**src/rtl/fifo_uart_pkg.sv**
```systemverilog
// Shared types and constants for the FIFO-draining UART transmitter.
// Holds the frame state encoding and the counter-width helper.
package fifo_uart_pkg;

  localparam int DATA_W    = 8;
  localparam int BIT_CNT_W = 3;

  typedef enum logic [2:0] {
    IDLE,
    FETCH,
    LOAD,
    START,
    DATA,
    PARITY,
    STOP
  } tx_state_t;

  // Width needed to count 0..value-1; never narrower than one bit.
  function automatic int clog2(input int value);
    int w;
    int v;
    w = 0;
    v = value - 1;
    for (int i = 0; i < 32; i++) begin
      if (v > 0) begin
        w = w + 1;
        v = v >> 1;
      end
    end
    return (w == 0) ? 1 : w;
  endfunction

endpackage

```
**src/rtl/fifo_uart_tx_baud.sv**
```systemverilog
// Bit-period timer: counts CLKS_PER_BIT cycles per serial bit and flags
// the last cycle of each period. Held at zero while clear is high.
module baud_counter
  import fifo_uart_pkg::*;
#(
  parameter int CLKS_PER_BIT = 16
) (
  input  logic clk,
  input  logic rst,
  input  logic clear,
  output logic bit_end
);

  localparam int              CNT_W = clog2(CLKS_PER_BIT);
  localparam logic [CNT_W-1:0] LAST  = CNT_W'(CLKS_PER_BIT - 1);

  logic [CNT_W-1:0] r_cnt;

  assign bit_end = !clear && (r_cnt == LAST);

  // Restart on every boundary so each bit gets exactly CLKS_PER_BIT cycles.
  always_ff @(posedge clk or posedge rst) begin
    if (rst)                    r_cnt <= '0;
    else if (clear || bit_end)  r_cnt <= '0;
    else                        r_cnt <= r_cnt + CNT_W'(1);
  end

endmodule

```
**src/rtl/fifo_uart_tx.sv**
```systemverilog
// Pops one byte at a time from the FIFO read port and sends it as an
// 8N1 UART frame, with an optional even-parity bit before the stop bit.
module fifo_uart_tx
  import fifo_uart_pkg::*;
#(
  parameter int CLKS_PER_BIT = 16,
  parameter bit PARITY_EN    = 1'b0
) (
  input  logic              clk,
  input  logic              rst,
  input  logic              tx_enable,
  input  logic              fifo_empty,
  input  logic [DATA_W-1:0] fifo_dataout,
  output logic              fifo_read_enable,
  output logic              tx,
  output logic              busy,
  output logic              byte_done
);

  localparam logic [BIT_CNT_W-1:0] LAST_BIT = BIT_CNT_W'(DATA_W - 1);

  tx_state_t             r_state;
  logic [DATA_W-1:0]     r_shift;
  logic [BIT_CNT_W-1:0]  r_bit_cnt;
  logic                  r_parity;
  logic                  r_tx;
  logic                  r_busy;
  logic                  r_byte_done;
  logic                  w_bit_end;
  logic                  w_baud_clear;

  // Baud timer only runs while a bit is actually on the line.
  assign w_baud_clear = (r_state == IDLE) || (r_state == FETCH) || (r_state == LOAD);

  baud_counter #(
    .CLKS_PER_BIT(CLKS_PER_BIT)
  ) u_baud (
    .clk    (clk),
    .rst    (rst),
    .clear  (w_baud_clear),
    .bit_end(w_bit_end)
  );

  always_ff @(posedge clk or posedge rst) begin
    if (rst) begin
      r_state     <= IDLE;
      r_shift     <= '0;
      r_bit_cnt   <= '0;
      r_parity    <= 1'b0;
      r_tx        <= 1'b1;
      r_busy      <= 1'b0;
      r_byte_done <= 1'b0;
    end else begin
      r_byte_done <= 1'b0;
      case (r_state)
        IDLE: begin
          r_tx <= 1'b1;
          if (tx_enable && !fifo_empty) begin
            r_state <= FETCH;
            r_busy  <= 1'b1;
          end
        end
        FETCH: r_state <= LOAD;
        LOAD: begin
          // Read data is valid at this edge, one cycle after the pop.
          r_shift   <= fifo_dataout;
          r_parity  <= PARITY_EN ? ^fifo_dataout : 1'b0;
          r_bit_cnt <= '0;
          r_tx      <= 1'b0;
          r_state   <= START;
        end
        START: begin
          if (w_bit_end) begin
            r_tx    <= r_shift[0];
            r_state <= DATA;
          end
        end
        DATA: begin
          if (w_bit_end) begin
            r_shift <= r_shift >> 1;
            if (r_bit_cnt == LAST_BIT) begin
              if (PARITY_EN) begin
                r_tx    <= r_parity;
                r_state <= PARITY;
              end else begin
                r_tx    <= 1'b1;
                r_state <= STOP;
              end
            end else begin
              r_bit_cnt <= r_bit_cnt + BIT_CNT_W'(1);
              r_tx      <= r_shift[1];
            end
          end
        end
        PARITY: begin
          if (w_bit_end) begin
            r_tx    <= 1'b1;
            r_state <= STOP;
          end
        end
        STOP: begin
          if (w_bit_end) begin
            r_state     <= IDLE;
            r_busy      <= 1'b0;
            r_byte_done <= 1'b1;
          end
        end
        default: begin
          r_state <= IDLE;
          r_tx    <= 1'b1;
          r_busy  <= 1'b0;
        end
      endcase
    end
  end

  assign fifo_read_enable = (r_state == FETCH);
  assign tx               = r_tx;
  assign busy             = r_busy;
  assign byte_done        = r_byte_done;

endmodule

```
**config.mk**
```make
export PLATFORM = sky130hd
export DESIGN_NAME = fifo_uart_tx
export DESIGN_NICKNAME = d
export VERILOG_FILES = /design/src/rtl/fifo_uart_pkg.sv /design/src/rtl/fifo_uart_tx_baud.sv /design/src/rtl/fifo_uart_tx.sv
export SDC_FILE = /design/constraint.sdc
export NUM_CORES = 1
export LEC_CHECK = 0
export ABC_AREA = 1
export CAP_MARGIN = 15
export CORE_UTILIZATION = 35
export DETAILED_ROUTE_END_ITERATION = 10
export GPL_TIMING_DRIVEN = 0
export PLACE_DENSITY_LB_ADDON = 0.2
export SLEW_MARGIN = 20
export SYNTH_ARGS = -nofsm -noshare
export SYNTH_HDL_FRONTEND = slang
export SYNTH_SLANG_ARGS = --single-unit
```
**constraint.sdc**
```tcl
create_clock -name clk -period 3.98 [get_ports clk]
set_input_delay 0.796 -clock clk [delete_from_list [all_inputs] [get_ports clk]]
set_output_delay 0.796 -clock clk [all_outputs]
set_load 0.05 [all_outputs]
```
==> flow_summary.yaml, run 1 <==
status:
  status: "complete, no violations"
die:
  rows: 21
  fp.dieArea_mm2: 0.00371
  start_util_pct: 36.4
  io_pins: 16
  design.core.area_mm2: 0.00334
  fp.dieH_um: 60.9
  die_width_um: 60.9
setup_path:
  criticalPathCategory: "flip-flop to output pin"
  required_ps: 3180
  cp_max_fo: 9
  arrival_ps: 1970
  critPathCaptureType: "output pin"
  r2r_cells: 8
  start_kind: "flip-flop"
power:
  power_density_mw_per_mm2: 239
  p_leak_uw: 0.000722
  max-vdd-ir-drop_mv: 0.118
yosys:
  synth_nets: 167
  synth_fa_ha_area_share_pct: 3.09
  syn-instance-count: 152
  yosysSeqAreaShare_pct: 43.4
  netlist_area_mm2: 0.00121
  synth_cell_types: 24
  synth_xor_area_share_pct: 1.44
  synth_top_family_by_area: "simple AND/OR/NAND/NOR gates"
  yosysWarnings: 0
  muxShareOfSynthArea_pct: 0
  synth.avg_cell_area_um2: 7.98
  ys_seq_elements: 21
  synthSimpleGateAreaFrac_pct: 28.6
  synth-compound-area-share_pct: 12.0
clock_network:
  root_buffer: "clkbuf_4"
  cts_tree: "yes"
  htree_levels: 1
  ctsHoldBuffers: 0
  post_cts_buffers: 0
  clock-sinks: 21
  clockBufferDepth: 2
  cts_resized: 0
  clock_latency_ps: 300
  clk_pin_slew_ps: 120
  cts_made_buffers: 3
routing:
  wl_per_cell_um: 10.5
  vias: 980
  route.detailed.drc: 0
  via_per_inst: 4.52
  drtIter0Drc: 39
  finalWirelength_um: 2290
  drt_first_pass_iters: 4
  drtAntennaViolNets: 0
final_layout:
  multi_input_area_um2: 547
  instances_no_fill: 217
  final_common_cell: "nand2_1"
  drive_above_1_share_pct: 11.7
  fillCellCount: 366
  fin_util_pct: 43.4
  final_cell_mix: "nand2_1 (37), inv_1 (24), dfrtp_1 (20), o21ai_0 (17), nand3_1 (16)"
  area_growth_pct: 19.3
  seq_area_um2: 527
  antenna_cells: 0
  nNetsFinal: 187
sta:
  rsz0062_at_grt: "no"
  maxSlewViolCount: 0
  fmaxAchievable_ghz: 0.361
  maxSlewHeadroom_pct: 46.0
  whs_ps: 473
  hold_viol_final: 0
  skew_ps: 5.41
  period_share_pct: 69.6
  period_minus_slack_ps: 2770
  worstMarginPinSlew_ps: 809
  final.setup.tns_ps: 0
  finalSetupViolCount: 0
place:
  place_inst: 213
  dp_hpwl_um: 1720
  gp_congestion: 0.811
  portBuffers: 15
grt:
  grt_max_degree: 22
  grt_util_all_layers_pct: 14.7
  grt_pass1_vias: 969
  antenna_found_initial: 0
  grt_first_pass_wirelength_um: 3970
  grt_overflow: 0
worst_hold_path:
  hp-class: "flip-flop to flip-flop"
  holdPathStages: 1
run:
  max-cap-violations: 0
-- synthesized netlist by cell type --
cell type / number / area, um^2
nand3_4: 1 / 17.5
xor2_1: 1 / 8.76
a21oi_2: 1 / 8.76
o21ai_2: 2 / 17.5
nand2_2: 2 / 12.5
nand4_1: 1 / 6.26
a21oi_1: 2 / 10.0
o211ai_1: 1 / 7.51
nand2_1: 37 / 139
nand2_4: 1 / 11.3
ha_1: 3 / 37.5
o21ai_4: 1 / 16.3
dfstp_2: 1 / 26.3
xnor2_1: 1 / 8.76
nor4_1: 1 / 6.26
o21ai_0: 17 / 85.1
dfrtp_1: 20 / 500
nand3_1: 16 / 80.1
nor2_1: 11 / 41.3
nor2_2: 2 / 12.5
inv_1: 24 / 90.1
buf_2: 1 / 5.00
nor2_8: 1 / 20.0
buf_6: 4 / 45.0
-- final timing paths --
path,start,to,slack [ps]
worst min-delay path,u_baud.r_cnt[0],u_baud.r_cnt[0],470
worst min register to register,u_baud.r_cnt[0],u_baud.r_cnt[0],470
max in group asynchronous,rst,r_state[1],2550
min in group asynchronous,rst,r_state[0],940
worst max-delay path,r_state[0],fifo_read_enable,1210
worst max register to register,u_baud.r_cnt[0],r_state[2],2530
-- per-stage QoR --
stage | instance area, um^2 | setup slack [ps] | power, uW
6_report | 1450 | 1210 | 346
4_1_cts | 1450 | 1190 | 353
3_3_place_gp | 1420 | 1560 | 247
2_1_floorplan | 1210 | 2160 | 233
5_1_grt | 1450 | 1070 | 364
3_5_place_dp | 1420 | 1560 | 247
-- routing by layer --
metal	routed length (um)	vias to the layer above	global-route usage, %
met5	0	-	0
met4	21	0	6.82
met3	72	2	1.92
met2	1090	16	26.1
met1	1110	443	17.5
li1	-	519	-
-- flip-flops by register name, summed over array words and instances (netlist names) --
register	cells
r_state	3
u_baud.r_cnt	4
r_shift	8
r_bit_cnt	3
busy	1
tx	1
byte_done	1
-- report_power, final --
group | leakage (uW) | internal, uW | switching [uW] | total, uW
Clock | 0.0000150 | 39.0 | 64.5 | 104
Sequential | 0.000266 | 217 | 1.24 | 219
Combinational | 0.000441 | 13.1 | 11.1 | 24.2
-- logic make-up after synthesis --
group	after synthesis
adders and majority gates	3
AOI/OAI and AO/OA	24
DFF	21
xor gates and xnor gates	2
and+or+nand+nor	73
buffers and inverters	29
-- worst max-delay path, cell delays in order (launching register included) --
cell and delay, ps:
dfrtp_1 360, buf_6 160, inv_1 60, nor2_1 130, nand2_1 110, inv_1 60, clkdlybuf4s50_1 790
-- area by class of cell --
type	count	share of cell area (%)
sequential	21	36.4
timing repair buffer	15	10.4
clock buffer	4	1.82
multi-input combinational	102	37.8
tap	46	3.98
inverter	24	6.22
buffer	5	3.46
Power figures use the tool's default switching activity.
==> run 2: changes to the inputs <==
==> constraint.sdc (replaced) <==
create_clock -name clk -period 2.8 [get_ports clk]
set_input_delay 0.56 -clock clk [delete_from_list [all_inputs] [get_ports clk]]
set_output_delay 0.56 -clock clk [all_outputs]
set_load 0.05 [all_outputs]
==> results of run 2 <==
The final DEF is identical to that of run 1. Status: complete, no violations.
Main changes from that run: setup slack after placement 1560 ps -> 613 ps; setup slack after layout 1210 ps -> 267 ps; register-to-register setup slack 2530 ps -> 1350 ps; total power 346 uW -> 492 uW; worst IR drop on VDD 0.118 mV -> 0.167 mV
==> run 3: changes to the inputs <==
--- a/config.mk
+++ b/config.mk
@@ -8,7 +8,9 @@
 export ABC_AREA = 1
 export CAP_MARGIN = 15
 export CORE_UTILIZATION = 35
+export CTS_CLUSTER_DIAMETER = 80
 export DETAILED_ROUTE_END_ITERATION = 10
+export GPL_ROUTABILITY_DRIVEN = 1
 export GPL_TIMING_DRIVEN = 0
 export PLACE_DENSITY_LB_ADDON = 0.2
 export SLEW_MARGIN = 20
==> results of run 3 <==
The final DEF is identical to that of run 1. Status: complete, no violations.
Main changes from that run: setup slack after placement 1560 ps -> 613 ps; setup slack after layout 1210 ps -> 267 ps; register-to-register setup slack 2530 ps -> 1350 ps; total power 346 uW -> 492 uW; worst IR drop on VDD 0.118 mV -> 0.167 mV
